==> config.mk <==
export PLATFORM = sky130hd
export DESIGN_NAME = mux16_rr_sched
export DESIGN_NICKNAME = d
export VERILOG_FILES = /design/src/rtl/mux16_sched_pkg.sv /design/src/rtl/mux16_rr_pick.sv /design/src/rtl/mux16_rr_sched.sv
export SDC_FILE = /design/constraint.sdc
export NUM_CORES = 1
export LEC_CHECK = 0
export ABC_CLOCK_PERIOD_IN_PS = 5000
export BUFFER_PORTS_ARGS = -buffer_cell sky130_fd_sc_hd__buf_2
export CORE_ASPECT_RATIO = 0.9
export CORE_MARGIN = 1
export CORE_UTILIZATION = 35
export DETAILED_ROUTE_END_ITERATION = 8
export PLACE_DENSITY = 0.55
export SYNTH_ARGS = -nofsm -noshare
export SYNTH_HDL_FRONTEND = slang
export SYNTH_HIERARCHICAL = 1
export SYNTH_SLANG_ARGS = --single-unit
==> constraint.sdc <==
create_clock -name clk -period 5 [get_ports clk]
set_clock_uncertainty 0.1 [all_clocks]
set_input_delay 0.5 -clock clk [delete_from_list [all_inputs] [get_ports clk]]
set_output_delay 0.5 -clock clk [all_outputs]
set_load 0.05 [all_outputs]
==> src/rtl/mux16_sched_pkg.sv <==
// Shared constants and types for the 16-way round-robin mux scheduler.
package mux16_sched_pkg;

  localparam int unsigned N_REQ = 16;
  localparam int unsigned SEL_W = 4;

  typedef enum logic {IDLE, SERVE} sched_state_t;

  typedef logic [SEL_W-1:0] sel_t;

endpackage

==> src/rtl/mux16_rr_pick.sv <==
// Combinational round-robin picker: first set req bit scanning upward from ptr, wrapping at 15.
module mux16_rr_pick
  import mux16_sched_pkg::*;
(
  input  logic [N_REQ-1:0] req,
  input  sel_t             ptr,
  output logic             any,
  output sel_t             winner
);

  logic [N_REQ-1:0] rot;
  sel_t             off;
  logic             found;

  // Rotating right by ptr puts requester ptr at bit 0, so the lowest set bit is the winner's offset.
  always_comb begin
    rot   = N_REQ'({req, req} >> ptr);
    off   = '0;
    found = 1'b0;
    for (int unsigned i = 0; i < N_REQ; i++) begin
      if (rot[i] && !found) begin
        found = 1'b1;
        off   = SEL_W'(i);
      end
    end
  end

  assign any    = |req;
  assign winner = ptr + off;

endmodule

==> src/rtl/mux16_rr_sched.sv <==
// Round-robin scheduler owning the select of a shared 16:1 one-bit mux, with bounded bursts per grant.
// Optional input `lock` (suspends the burst limit) is compiled in with MUX16_SCHED_LOCK_EN.
module mux16_rr_sched
  import mux16_sched_pkg::*;
#(
  parameter int unsigned HOLD_MAX = 4
) (
  input  logic             clk,
  input  logic             rst,
  input  logic [N_REQ-1:0] req,
  input  logic [N_REQ-1:0] data_in,
  input  logic             out_ready,
`ifdef MUX16_SCHED_LOCK_EN
  input  logic             lock,
`endif
  output logic [SEL_W-1:0] sel,
  output logic [N_REQ-1:0] grant,
  output logic             out_valid,
  output logic             out_data,
  output logic             busy
);

  localparam logic [3:0] CNT_LAST = 4'(HOLD_MAX - 1);

  sched_state_t     state_q, state_d;
  sel_t             sel_q, sel_d;
  sel_t             ptr_q, ptr_d;
  logic [N_REQ-1:0] grant_q, grant_d;
  logic [3:0]       cnt_q, cnt_d;

  logic any;
  sel_t winner;
  logic serving;
  logic xfer;
  logic hold_done;

  mux16_rr_pick u_pick (
    .req    (req),
    .ptr    (ptr_q),
    .any    (any),
    .winner (winner)
  );

  assign serving = (state_q == SERVE);
  assign xfer    = serving && out_ready;

  // cnt saturates, so >= keeps the limit meaningful after a long locked burst.
`ifdef MUX16_SCHED_LOCK_EN
  assign hold_done = (cnt_q >= CNT_LAST) && !lock;
`else
  assign hold_done = (cnt_q >= CNT_LAST);
`endif

  always_comb begin
    state_d = state_q;
    sel_d   = sel_q;
    ptr_d   = ptr_q;
    grant_d = grant_q;
    cnt_d   = cnt_q;
    case (state_q)
      IDLE: begin
        if (any) begin
          state_d = SERVE;
          sel_d   = winner;
          grant_d = N_REQ'(1) << winner;
          cnt_d   = '0;
        end
      end
      SERVE: begin
        if (!req[sel_q] || (xfer && hold_done)) begin
          state_d = IDLE;
          grant_d = '0;
          ptr_d   = sel_q + sel_t'(1);
          cnt_d   = '0;
        end else if (xfer && (cnt_q != '1)) begin
          cnt_d = cnt_q + 4'd1;
        end
      end
    endcase
  end

  always_ff @(posedge clk) begin
    if (rst) begin
      state_q <= IDLE;
      sel_q   <= '0;
      ptr_q   <= '0;
      grant_q <= '0;
      cnt_q   <= '0;
    end else begin
      state_q <= state_d;
      sel_q   <= sel_d;
      ptr_q   <= ptr_d;
      grant_q <= grant_d;
      cnt_q   <= cnt_d;
    end
  end

  assign sel       = sel_q;
  assign grant     = grant_q;
  assign out_valid = serving;
  assign busy      = serving;
  assign out_data  = serving & data_in[sel_q];

endmodule

-- Word level (Yosys, flattened, before mapping)
Cells that the tools add are included.
Widths: inputs -> output; s select.
- logic and storage cells: 102
- output and inout port bits: 23
- flip-flop bits (word level): 29
- muxes and demuxes: 44
- shift operators: 2
- bitwise gates (word level): 2
- add/sub/neg operators: 3
- reductions and logical operators: 40
- eq/ne operators: 4
- order comparisons: 2
- operator list (kind ; count):
    $mux 4 ; 11
    $mux 16 ; 2
    $pmux 16 s2 ; 1
    $shr 32x4->16 ; 1
    $mux 1 ; 20
    $logic_and 1x1->1 ; 18
    $logic_not 1->1 ; 16
    $reduce_or 16->1 ; 1
    $shl 1x4->16 const A ; 1
    $mux 3 ; 4
    $add 4x1->4 const B ; 2
    $bmux 1 s4 ; 2
    $pmux 4 s2 ; 1
    $reduce_and 2->1 ; 4
    $lt 4x5->1 const B ; 1
    $add 4x4->4 ; 1
    $ge 4x2->1 const B ; 1
    $mux 2 ; 2
    $ne 4x4->1 const B ; 1
    $ne 3x1->1 const B ; 1
    $ne 2x1->1 const B ; 1
    $ne 2x2->1 const B ; 1
    $pmux 1 s2 ; 1
    $and 1x1->1 ; 1
    other kinds (2) ; 2

-- Longest topological paths before layout
- depth in word-level cells: 51
- gate-level depth with buffers: 17
- depth with buffers taken out: 14

-- Cells and area by module
Netlist, hierarchy kept.
- modules (own cells, without submodules) (module ; area an instance (sq um) ; seq. area each (sq um) ; cells each ; instances):
    mux16_rr_pick ; 1621.6 ; 0.0 ; 148 ; 1
    mux16_rr_sched ; 1516.5 ; 580.6 ; 157 ; 1

-- Least setup slack after synthesis
No wires, ideal clock.
- path type: reg-to-reg
- from: reg ptr_q[1]
- to: reg grant_q[2], in the netlist grant[2]
- cell stages (with the launch flop): 17
- path slack: 897 ps
- data arrival time: 3887 ps
- required time: 4783 ps
- cell sequence: dfxtp_1 > buf_6 > buf_12 > mux4_1 > mux4_2 > or2_2 > nand2_1 > o41ai_2 > a311o_1 > ha_1 > a21o_1 > a21oi_1 > xor2_1 > xnor2_1 > nand2b_1 > nor2_1 > a22o_1
- cells in the longest elaborated chain, start to end: 51
- elaborated cells on any way between the ends: 65
- classes of those cells: add/sub: 1; shift: 2; mux: 32; reduce/logical: 30
- RTL lines (what ; line ; source):
    from (decl) ; mux16_rr_sched.sv:27 ; sel_t ptr_q, ptr_d;
    from (signal assigned) ; mux16_rr_sched.sv:92 ; ptr_q <= ptr_d;
    $shr 32x4->16 ; mux16_rr_pick.sv:17 ; rot = N_REQ'({req, req} >> ptr);
    $mux 1 ; mux16_rr_pick.sv:21 ; if (rot[i] && !found) begin
    $logic_not 1->1 ; mux16_rr_pick.sv:21 ;
    $logic_and 1x1->1 ; mux16_rr_pick.sv:21 ;
    $mux 1 ; mux16_rr_pick.sv:21 ;
    $logic_not 1->1 ; mux16_rr_pick.sv:21 ;
    $logic_and 1x1->1 ; mux16_rr_pick.sv:21 ;
    $mux 1 ; mux16_rr_pick.sv:21 ;
    (+36 left out) ; n/a ;
    $logic_not 1->1 ; mux16_rr_pick.sv:21 ;
    $logic_and 1x1->1 ; mux16_rr_pick.sv:21 ;
    $mux 4 ; mux16_rr_pick.sv:21 ;
    $add 4x4->4 (*) ; mux16_rr_pick.sv:29 ; assign winner = ptr + off;
    net winner[3] ; mux16_rr_sched.sv:32 ; sel_t winner;
    $shl 1x4->16 (*) ; mux16_rr_sched.sv:65 ; grant_d = N_REQ'(1) << winner;
    $mux 16 (*) ; mux16_rr_sched.sv:62 ; if (any) begin
    $pmux 16 s2 (*) ; mux16_rr_sched.sv:60 ; case (state_q)
    to (signal assigned) ; mux16_rr_sched.sv:93 ; grant_q <= grant_d;
    to (decl) ; mux16_rr_sched.sv:28 ; logic [N_REQ-1:0] grant_q, grant_d;
Mark *: on every way through the listed nets, which the timed path passes. The rest lies on a longest branch. The select of a mux whose other input is x is not followed.
A chain may end at the register's enable or synchronous reset.

-- Final worst setup path
Ends and elaborated chain as after synthesis.

==> impl_results.md <==
- DR WL/cell: 17.91 um
- Fin area: 3573 um2
- CP max-delay cell: mux4_1
- Hold Path Class: reg -> reg
- Max transition margin: 52.07%
- MaxCap Viol Count: 0
- Core Footprint: 8648 um2
- DRT antenna net count: 0
- CTS tree: yes
- FMAX: 219.2 MHz
- CP cell instances: buf_12 > mux4_1 > mux4_2 > or2_2 > nand2_1 > o41ai_2 > a311o_1 > ha_1 > a21o_1 > a21oi_1 > xor2_1 > xnor2_1 > nand2b_1 > nor2_1 > a22o_1
- Number of fill cells in the layout: 890
- Hold slack final: 365.1 ps
- Clock transition at path regs: 70 ps
- Clk network pwr share: 11.3%
- CTS Hold Bufs: 0
- Synthesis-stage register bit count: 29
- Synth unique cells: 65
- Register area share after synthesis: 18.50%
- Clock latency on the worst-skew pair: 280 ps
- Number of antenna violations at the first check in global routing: 0
- FP Rows: 32
- TritonCTS Sinks: 29
- Grt peak-use layer: met2
- PwrDens: 537.5 nW/um2
- Worst Tran Pin Value: 719.0 ps
- Mapped Cells: 305
- CTS root buf: clkbuf_8
- CP startpoint kind: register
- Critical path type: reg -> reg
- CP max FO: 27
- Crit path time final: 4562 ps
- Global Route met3 Usage: 3.582%
- GRT met2 Usage: 29.56%
- Largest net degree at the start of global routing: 28
- Initial drt markers: 150
- Clock buffer depth: 2
- Cell accounting for the most synthesized area: mux4_2
- CP startpoint: ptr_q[1]
- Post-DP HPWL: 6212 um
- Die ar.: 9349 um2
- Final setup violating endpoints: 0
- Leading post-synthesis cells by cell area: mux4_2, dfxtp_1, mux4_1
- Count leader, synth: dfxtp_1
- Worst Path Arrival: 4640 ps
- Die W: 101.8 um
- Syn avg cell area: 10.29 um2
- Final hold viol count: 0
- First-pass GRT wire length: 14030 um
- Internal power: 0.9593 mW
- Seq pwr share: 20.0%
- Mapped Nets: 346
- Synth top area share: 20.10%
- Total setup buffers inserted after CTS: 0
- Final WL: 8436 um
- Pins Over Slew Limit: 0
- CTS HTree Levels: 2
- Via count: 2840
- Setup TNS: 0 ps
- Switch Pwr: 0.9615 mW
- Met1 Usage GRT: 27.68%
- CTS resizes: 0
- Multi-input gate area: 2370 um2
- Comb power frac: 68.7%
- Vert. Die Dim: 91.83 um
- R2R setup slack: 440 ps
- Ys flop type: dfxtp_1
- Routed vias/inst: 6.030
- Synth Cell Area: 3138 um2
- RSZ-0062 raised after global routing: false
- Remaining global-route overflow: 0
- Antenna Cells: 0
- # IOs: 58
- Initial Util: 36.28%
- Leakage: 1.369 nW
- Placed instance area: 3472 um2
- Setup crit end: grant[2]
- RePlAce Congestion: 0.8414
- R2R cell count: 15
- Yosys Warn Count: 6
- 1st-pass router iterations: 5
- Power, Total: 1.921 mW
- Data required, critical path: 5070 ps
- Status: completed
- Final-stage net count: 392
- Register area: 580.6 um2
- Total GRT Usage: 18.99%
- Final core occ: 41.32%
- IO Port Bufs: 57
- # DRC: 0
- Crit. End Element: register
- Layout area overhead: 13.88%
- Reg-to-Reg Start: ptr_q[1]
- Delay of the slowest cell on the worst path: 670 ps
- Post-synth EDFFs: 0
- CTS Buf Count: 5
- Post-synth top cells: dfxtp_1, mux4_2, nand2_1
- FF-to-FF End: grant[2]
- Share of cells above drive strength 1: 34.66%
- Fin crit share: 91.23%
- Max VDD drop: 0.0001705 V
- FFs w/ async S/R, synth: 0%
- Switching part of the total: 50.06%
- Vias in the first global route: 2692
==> flip-flops by register name (all words and copies together) (netlist names) <==
register,count
busy,1
sel,4
grant,16
ptr_q,4
cnt_q,4
==> through the flow <==
step	setup slack (ps)	cells
detailed placement	484.1	463
floorplan	896.7	305
global placement	545.6	463
global route	120.4	471
CTS	482.8	471
finish	438.5	471
==> worst max-delay path: cells and delay by family (launching register included) <==
family / cells / cell delay, ps
simple gates: 4 / 720
mux: 2 / 1230
compound gates: 5 / 950
fa+ha+maj: 1 / 280
flops: 1 / 410
xor+xnor: 2 / 550
buf+inv: 1 / 230
==> placed cells by master (no fill, tap or decap), types with 2 or more instances in the layout <==
master     netlist  routed
a211o_1          2       2
a211oi_1         4       4
a21boi_0         2       2
a21o_1           4       4
a21oi_1         11      11
a22o_1          12      12
a311oi_1         6       6
a31oi_1          7       7
and2_1           2       2
and3_1           4       4
buf_2            4      57
buf_4            5       4
clkbuf_8         0       7
dfxtp_1         29      29
ha_1             5       5
inv_1            9       9
mux2_2          11      11
mux2i_1         10      10
mux4_1           9       9
mux4_2          28      28
nand2_1         27      27
nand2b_1         9       9
nand3_1          8       8
nand3b_1         3       3
nand4_1          3       3
nor2_1           7       7
nor2b_1          2       2
nor3_1          12      12
nor3b_1          5       5
nor4_1           6       6
o21ai_0          3       3
o22ai_1          4       4
o2bb2ai_1        3       3
or2_2            5       5
xnor2_1          3       3
xor2_1           2       2
==> routing by layer <==
layer / routed length (um) / up-vias
met5: 0 / -
met4: 76 / 0
met3: 483 / 10
met2: 3917 / 116
met1: 3958 / 1385
li1: - / 1329
==> final cells by class <==
class / count / share of cell area [%]
clock inverters: 1 / 0.1401
multi-input cells: 243 / 66.32
flip-flops and latches: 29 / 16.25
inverters: 10 / 1.050
repair buffers: 62 / 9.384
clock buffers: 7 / 2.696
well taps: 119 / 4.167
==> kinds of logic after synthesis <==
kind of cell / Yosys count / synth area share, %
DFF: 29 / 18.50
xor gates and xnor gates: 5 / 1.396
buffers and inverters: 33 / 5.981
muxes: 60 / 35.93
and+or+nand+nor: 99 / 17.03
adders and majority gates: 6 / 2.632
AOI/OAI and AO/OA: 73 / 18.54
==> worst min path at each step <==
stage / depth (start not counted) / startpoint / slack (ps) / endpoint
6_report: 2 / cnt_q[3] / 370 / cnt_q[3]
5_1_grt: 2 / cnt_q[2] / 380 / cnt_q[2]
4_1_cts: 1 / grant[4] / 370 / grant[4]
3_5_place_dp: 1 / grant[4] / 350 / grant[4]
3_3_place_gp: 1 / grant[4] / 340 / grant[4]
2_1_floorplan: 2 / cnt_q[3] / 340 / cnt_q[3]
==> power by group through the flow <==
stage	sequential (mW)	clock [mW]	combinational (mW)
2_1_floorplan	0.452	0	0.998
3_5_place_dp	0.389	0	1.31
6_report	0.384	0.217	1.32
5_1_grt	0.396	0.234	1.43
3_3_place_gp	0.388	0	1.30
4_1_cts	0.386	0.219	1.32
(Power assumes the default switching activity.)
